File: src/rtl/cardinal_nic_pkg.sv
// cardinal_nic_pkg: shared constants for the cardinal NIC controller
// Holds the PE register map, default widths and status-word field positions.
package cardinal_nic_pkg;
    typedef logic [1:0] nic_addr_t;
    localparam int DATA_WIDTH_DEF = 64;
    localparam int DEPTH_DEF      = 2;
    localparam int VC_BIT_DEF     = 63;
    localparam nic_addr_t ADDR_IN_BUF   = 2'b00;
    localparam nic_addr_t ADDR_IN_STAT  = 2'b01;
    localparam nic_addr_t ADDR_OUT_BUF  = 2'b10;
    localparam nic_addr_t ADDR_OUT_STAT = 2'b11;
    localparam int STAT_FLAG_BIT = 0;
    localparam int STAT_CNT_W    = 32;
endpackage

File: src/rtl/cardinal_nic_ctrl_if.sv
// cardinal_nic_ctrl_if: PE register bus plus router inject/eject channels
// slave  = NIC side (drives d_out, net_so, net_do, net_ri)
// master = PE/router side (drives everything else)
interface cardinal_nic_ctrl_if
    import cardinal_nic_pkg::*;
#(
    parameter int DATA_WIDTH = DATA_WIDTH_DEF
);
    nic_addr_t             addr;
    logic [DATA_WIDTH-1:0] d_in;
    logic [DATA_WIDTH-1:0] d_out;
    logic                  nicEn;
    logic                  nicWrEn;
    logic                  net_so;
    logic                  net_ro;
    logic [DATA_WIDTH-1:0] net_do;
    logic                  net_polarity;
    logic                  net_si;
    logic                  net_ri;
    logic [DATA_WIDTH-1:0] net_di;
    modport slave (
        input  addr, d_in, nicEn, nicWrEn, net_ro, net_polarity, net_si, net_di,
        output d_out, net_so, net_do, net_ri
    );
    modport master (
        output addr, d_in, nicEn, nicWrEn, net_ro, net_polarity, net_si, net_di,
        input  d_out, net_so, net_do, net_ri
    );
endinterface

File: src/rtl/cardinal_nic_ctrl_fifo.sv
// nic_fifo: circular packet buffer with flush-on-reset
// Ports: clk, reset (async active-low), push, pop, din, head, full, empty.
// A push while full is taken only when the same cycle also pops.
module nic_fifo
    import cardinal_nic_pkg::*;
#(
    parameter int DATA_WIDTH = DATA_WIDTH_DEF,
    parameter int DEPTH      = DEPTH_DEF
) (
    input  logic                  clk,
    input  logic                  reset,
    input  logic                  push,
    input  logic                  pop,
    input  logic [DATA_WIDTH-1:0] din,
    output logic [DATA_WIDTH-1:0] head,
    output logic                  full,
    output logic                  empty
);
    localparam int PW = DEPTH > 1 ? $clog2(DEPTH) : 1;
    localparam int CW = $clog2(DEPTH + 1);
    logic [DATA_WIDTH-1:0] mem [DEPTH];
    logic [PW-1:0] rd_ptr, wr_ptr;
    logic [CW-1:0] count;
    logic wr, rd;
    assign full  = count == CW'(DEPTH);
    assign empty = count == '0;
    assign wr    = push & (~full | pop);
    assign rd    = pop & ~empty;
    assign head  = mem[rd_ptr];
    function automatic logic [PW-1:0] nxt(input logic [PW-1:0] p);
        return p == PW'(DEPTH - 1) ? '0 : p + 1'b1;
    endfunction
    always_ff @(posedge clk or negedge reset) begin
        if (!reset) begin
            rd_ptr <= '0;
            wr_ptr <= '0;
            count  <= '0;
            for (int i = 0; i < DEPTH; i++) mem[i] <= '0;
        end else begin
            if (wr) begin
                mem[wr_ptr] <= din;
                wr_ptr      <= nxt(wr_ptr);
            end
            if (rd) rd_ptr <= nxt(rd_ptr);
            count <= count + CW'(wr) - CW'(rd);
        end
    end
endmodule

File: src/rtl/cardinal_nic_ctrl.sv
// cardinal_nic_ctrl: NIC between one PE and its mesh router port
// Ports: clk, reset (async active-low), bus (cardinal_nic_ctrl_if.slave):
//   PE side addr/d_in/d_out/nicEn/nicWrEn, inject net_so/net_ro/net_do/net_polarity,
//   eject net_si/net_ri/net_di.
// Optional: define CARDINAL_NIC_STATS_EN to add 32-bit tx/rx packet counters
// in the upper bits of the status words.
module cardinal_nic_ctrl
    import cardinal_nic_pkg::*;
#(
    parameter int DATA_WIDTH = DATA_WIDTH_DEF,
    parameter int DEPTH      = DEPTH_DEF,
    parameter int VC_BIT     = VC_BIT_DEF
) (
    input  logic                clk,
    input  logic                reset,
    cardinal_nic_ctrl_if.slave  bus
);
    logic [DATA_WIDTH-1:0] out_head, in_head, in_stat, out_stat;
    logic out_full, out_empty, in_full, in_empty;
    logic pe_rd, out_push, in_pop, in_push;
    assign pe_rd    = bus.nicEn & ~bus.nicWrEn;
    assign out_push = bus.nicEn & bus.nicWrEn & (bus.addr == ADDR_OUT_BUF);
    assign in_pop   = pe_rd & (bus.addr == ADDR_IN_BUF);
    // Only inject in the router phase that matches the packet's VC; head blocks the rest.
    assign bus.net_so = ~out_empty & bus.net_ro & (out_head[VC_BIT] == bus.net_polarity);
    assign bus.net_do = out_empty ? '0 : out_head;
    // Reset gates ready directly so it is low throughout reset, not just after it.
    assign bus.net_ri = ~in_full & reset;
    assign in_push    = bus.net_si & bus.net_ri;
    nic_fifo #(.DATA_WIDTH(DATA_WIDTH), .DEPTH(DEPTH)) u_out (
        .clk(clk), .reset(reset), .push(out_push), .pop(bus.net_so),
        .din(bus.d_in), .head(out_head), .full(out_full), .empty(out_empty)
    );
    nic_fifo #(.DATA_WIDTH(DATA_WIDTH), .DEPTH(DEPTH)) u_in (
        .clk(clk), .reset(reset), .push(in_push), .pop(in_pop),
        .din(bus.net_di), .head(in_head), .full(in_full), .empty(in_empty)
    );
`ifdef CARDINAL_NIC_STATS_EN
    logic [STAT_CNT_W-1:0] tx_count, rx_count;
    always_ff @(posedge clk or negedge reset) begin
        if (!reset) begin
            tx_count <= '0;
            rx_count <= '0;
        end else begin
            tx_count <= tx_count + STAT_CNT_W'(bus.net_so);
            rx_count <= rx_count + STAT_CNT_W'(in_push);
        end
    end
    assign in_stat  = {rx_count, {(DATA_WIDTH-STAT_CNT_W-1){1'b0}}, ~in_empty};
    assign out_stat = {tx_count, {(DATA_WIDTH-STAT_CNT_W-1){1'b0}}, out_full};
`else
    assign in_stat  = {{(DATA_WIDTH-1){1'b0}}, ~in_empty};
    assign out_stat = {{(DATA_WIDTH-1){1'b0}}, out_full};
`endif
    assign bus.d_out = !pe_rd                        ? '0 :
                       bus.addr == ADDR_IN_BUF       ? (in_empty ? '0 : in_head) :
                       bus.addr == ADDR_IN_STAT      ? in_stat :
                       bus.addr == ADDR_OUT_STAT     ? out_stat : '0;
endmodule
File: src/flat_wrapper.sv
// flat-port wrapper written by rule: the top's interface ports become plain ports
module cardinal_nic_ctrl_flat import cardinal_nic_pkg::*;
#(
    parameter int DATA_WIDTH = DATA_WIDTH_DEF,
    parameter int DEPTH      = DEPTH_DEF,
    parameter int VC_BIT     = VC_BIT_DEF
)
  (clk, reset, bus_addr, bus_d_in, bus_nicEn, bus_nicWrEn, bus_net_ro, bus_net_polarity, bus_net_si, bus_net_di, bus_d_out, bus_net_so, bus_net_do, bus_net_ri);
  cardinal_nic_ctrl_if #(.DATA_WIDTH(DATA_WIDTH)) bus_i ();
  input  logic clk;
  input  logic reset;
  input wire logic [$bits(bus_i.addr)-1:0] bus_addr;
  input wire logic [$bits(bus_i.d_in)-1:0] bus_d_in;
  input wire logic [$bits(bus_i.nicEn)-1:0] bus_nicEn;
  input wire logic [$bits(bus_i.nicWrEn)-1:0] bus_nicWrEn;
  input wire logic [$bits(bus_i.net_ro)-1:0] bus_net_ro;
  input wire logic [$bits(bus_i.net_polarity)-1:0] bus_net_polarity;
  input wire logic [$bits(bus_i.net_si)-1:0] bus_net_si;
  input wire logic [$bits(bus_i.net_di)-1:0] bus_net_di;
  output wire logic [$bits(bus_i.d_out)-1:0] bus_d_out;
  output wire logic [$bits(bus_i.net_so)-1:0] bus_net_so;
  output wire logic [$bits(bus_i.net_do)-1:0] bus_net_do;
  output wire logic [$bits(bus_i.net_ri)-1:0] bus_net_ri;
  assign bus_i.addr = bus_addr;
  assign bus_i.d_in = bus_d_in;
  assign bus_i.nicEn = bus_nicEn;
  assign bus_i.nicWrEn = bus_nicWrEn;
  assign bus_i.net_ro = bus_net_ro;
  assign bus_i.net_polarity = bus_net_polarity;
  assign bus_i.net_si = bus_net_si;
  assign bus_i.net_di = bus_net_di;
  assign bus_d_out = bus_i.d_out;
  assign bus_net_so = bus_i.net_so;
  assign bus_net_do = bus_i.net_do;
  assign bus_net_ri = bus_i.net_ri;
  cardinal_nic_ctrl #(.DATA_WIDTH(DATA_WIDTH), .DEPTH(DEPTH), .VC_BIT(VC_BIT)) u_core (.clk(clk), .reset(reset), .bus(bus_i));
endmodule
File: config.mk
export PLATFORM = sky130hd
export DESIGN_NAME = cardinal_nic_ctrl_flat
export DESIGN_NICKNAME = d
export VERILOG_FILES = /design/src/rtl/cardinal_nic_pkg.sv /design/src/rtl/cardinal_nic_ctrl_if.sv /design/src/rtl/cardinal_nic_ctrl_fifo.sv /design/src/rtl/cardinal_nic_ctrl.sv /design/src/flat_wrapper.sv
export SDC_FILE = /design/constraint.sdc
export NUM_CORES = 1
export LEC_CHECK = 0
export ABC_AREA = 1
export BUFFER_PORTS_ARGS = -buffer_cell sky130_fd_sc_hd__clkbuf_2
export CAP_MARGIN = 20
export CORE_MARGIN = 2
export CORE_UTILIZATION = 52
export CTS_CLUSTER_DIAMETER = 100
export DETAILED_ROUTE_END_ITERATION = 7
export PLACE_DENSITY = 0.84
export SETUP_SLACK_MARGIN = 0.05
export SLEW_MARGIN = 0
export SYNTH_ARGS = -nofsm -noshare
export SYNTH_HDL_FRONTEND = slang
export SYNTH_SLANG_ARGS = --single-unit
File: constraint.sdc
create_clock -name clk -period 2.3 [get_ports clk]
set_clock_uncertainty 0.15 [all_clocks]
set_input_delay 0.575 -clock clk [delete_from_list [all_inputs] [get_ports clk]]
set_output_delay 0.575 -clock clk [all_outputs]
set_load 0.01 [all_outputs]
==> run metrics <==
Worst-path clk slew=0.06 ns; Yosys top cell by area=dfrtp_1; Psw=10.0 mW; clk root buf=clkbuf_16; CTS Buf Count=28; RSZ-0062 raised after global routing=yes; worst slew pin tran=0.852 ns; share of cells above drive strength 1=0.349; placed cells=2,036; CP Data Required Time=1.57 ns; worst min path class=primary input to flop; maximum clock rate=389 MHz; Starting Density=0.532; Syn. warnings=0; Tot Pwr=24.6 mW; final WL=40,400 um; Max Cap Viol=0; Placed Instance Area=14,100 um2; Layout Area Growth over Synthesis=33.9%; DRC Markers=0; Final Core Density=0.712; Seq pwr share=0.344; status=finished, violations left; Die Y=159 um; DR WL/cell=19.0 um; Internal=14.6 mW; filler cell count=1,619; post-route ant nets=0; worst setup margin=-0.270 ns; Final Setup Violations=130; via count=12.4k; n_diodes=0; Setup crit end kind=primary output; CTS sink count=264; combinational share of power=0.447; critical path startpoint category=flop; pwr dens=1460 nW/um2; die area=25,400 um2; CTS tree=done; Clock Latency Late Sink=0.54 ns; DRT iter0 DRCs=1,713; global-route wire length before repair=57,400 um; GRT Total Usage=0.271; crit path kind=flop to primary output; pin count of the biggest net entering global routing=140; Placer Congestion=0.845; sw frac=0.407; Tcrit/Tclk final=1.12; Pleak=8.74 nW; Mapped Cells=1,532; post-synthesis register bit count=264; clock network fraction of total power=0.208; pre-CTS setup slack=-0.0412 ns; worst-case clock buffer depth=3; syn nets=1,673; GRT overflow=0; minimum clock period=2.57 ns; Yosys cell types=24; H-tree depth=1; Hold WS=0.127 ns; Fin Setup TNS=-21.33 ns; I/O pin count=267; core footprint=23,600 um2; DRT Pass-1 Iters=6; routed vias/inst=5.82; synthesized area per cell=8.20 um2; final hold vios=0; Layout Cells excl Fill=2,131; port bufs=266; Worst Path Max Fanout=5; CP arrival=1.85 ns; number of core rows=56; Rel. slew slack=0.432; placed wire-length estimate=21,400 um; number of global-route vias before repair=11.6k; sequential share of the synthesized area=0.526; Max VDD drop=0.695 mV; antenna violations before repair=1; Slew Limit Fails=0; final instance area=16,800 um2; Area contributors post-synth=dfrtp_1 53%, nand2_1 19%, nand4_1 6.4%; Mapped Area=12,600 um2; Yosys top cell area share=0.526; fin nets=1,932; die width=159 um; violated checks=negative setup slack
synthesized netlist by cell type (all sizes together):
cell    number
buf         66
inv         80
nor3         1
xnor2        3
nand2      651
xor2         3
nor2         6
clkbuf      59
a21boi       1
nand4      128
dfrtp      264
a21oi      128
nand3        7
a211oi       1
o21ai      129
ha           4
or2          1
power groups by stage:
stage / registers, mW / logic [mW] / clock network [mW]
after floorplan: 7.79 / 5.40 / 0
after global placement: 8.03 / 7.63 / 0
after detailed placement: 8.12 / 7.81 / 0
after CTS: 8.13 / 8.72 / 5.14
after global routing: 8.65 / 11.8 / 5.37
final: 8.46 / 11.0 / 5.12
cells in the final DEF, fill, tap and decap left out, types with 37 or more instances in the layout:
cell type / count
o21ai_2: 55
a21oi_2: 87
o21ai_0: 64
nand4_1: 128
clkbuf_16: 43
nand2_1: 584
dfrtp_1: 260
a21oi_1: 41
nand2_4: 37
clkbuf_2: 183
buf_2: 77
inv_1: 74
final timing paths:
| kind | startpoint | to | slack (ns) | cells after the start |
|---|---|---|---|---|
| setup / recovery | u_core.u_out.rd_ptr$_DFFE_PN0P_ | bus_net_so | -0.27 | 8 |
| hold / removal | bus_net_di[56] | u_core.u_in.mem[120]$_DFFE_PN0P_ | 0.13 | 3 |
| setup reg to reg | u_core.u_out.rd_ptr$_DFFE_PN0P_ | u_core.u_out.count[1]$_DFF_PN0_ | 0 | 13 |
| hold reg to reg | u_core.u_out.mem[25]$_DFFE_PN0P_ | u_core.u_out.mem[25]$_DFFE_PN0P_ | 0.32 | 2 |
| max in group asynchronous | reset | u_core.u_in.mem[11]$_DFFE_PN0P_ | 0.55 | 4 |
| min in group asynchronous | reset | u_core.u_out.mem[126]$_DFFE_PN0P_ | 0.39 | 3 |
layout make-up:
class                      count  area (um2)  area share
sequential                   264        6610       0.393
multi-input combinational   1063        5710       0.340
timing repair buffer         354        2740       0.163
clock buffer                  39         803      0.0478
tap                          319         399      0.0237
inverter                      80         315      0.0187
clock inverter                12         239      0.0142
routing by layer:
| metal | GRT usage | vias up | part of all wire |
|---|---|---|---|
| met2 | 0.451 | 818 | 0.48 |
| met3 | 0.0526 | 142 | 0.10 |
| met5 | 0 | - | 0.00032 |
| li1 | - | 5511 | - |
| met1 | 0.359 | 5923 | 0.38 |
| met4 | 0.0888 | 2 | 0.033 |
flip-flops by register name, summed over array words and instances, names as in the netlist:
| name | cells |
|---|---|
| u_core.u_in.count | 2 |
| u_core.u_in.mem | 128 |
| u_core.u_in.rd_ptr | 1 |
| u_core.u_in.wr_ptr | 1 |
| u_core.u_out.count | 2 |
| u_core.u_out.mem | 128 |
| u_core.u_out.rd_ptr | 1 |
| u_core.u_out.wr_ptr | 1 |
repair_timing:
item,4_1_cts,5_1_grt
hold endpoints to repair,13,0
gates cloned,5,18
resized for setup,69,271
setup buffers,7,16
setup endpoints to repair,129,208
pin swaps,4,43
hold buffers,1,0
worst max-delay path: stages, from the launching register on:
cell and delay, ns:
dfrtp_2 0.47, buf_4 0.16, buf_6 0.11, nand2_4 0.07, nand3_2 0.11, nand3_2 0.12, buf_6 0.12, inv_4 0.03
buf_8 0.11
logic make-up (layout without fill, tap and decap cells):
family | Yosys count | in the layout | synth area share
AND/OR/NAND/NOR | 794 | 794 | 0.267
flip-flops | 264 | 264 | 0.526
AO/OA/AOI/OAI | 259 | 259 | 0.120
buffers and inverters | 205 | 485 | 0.0786
XOR/XNOR | 6 | 6 | 0.00418
adder cells (fa/ha/maj) | 4 | 4 | 0.00399
No activity file was read; power rests on OpenSTA's default activity.
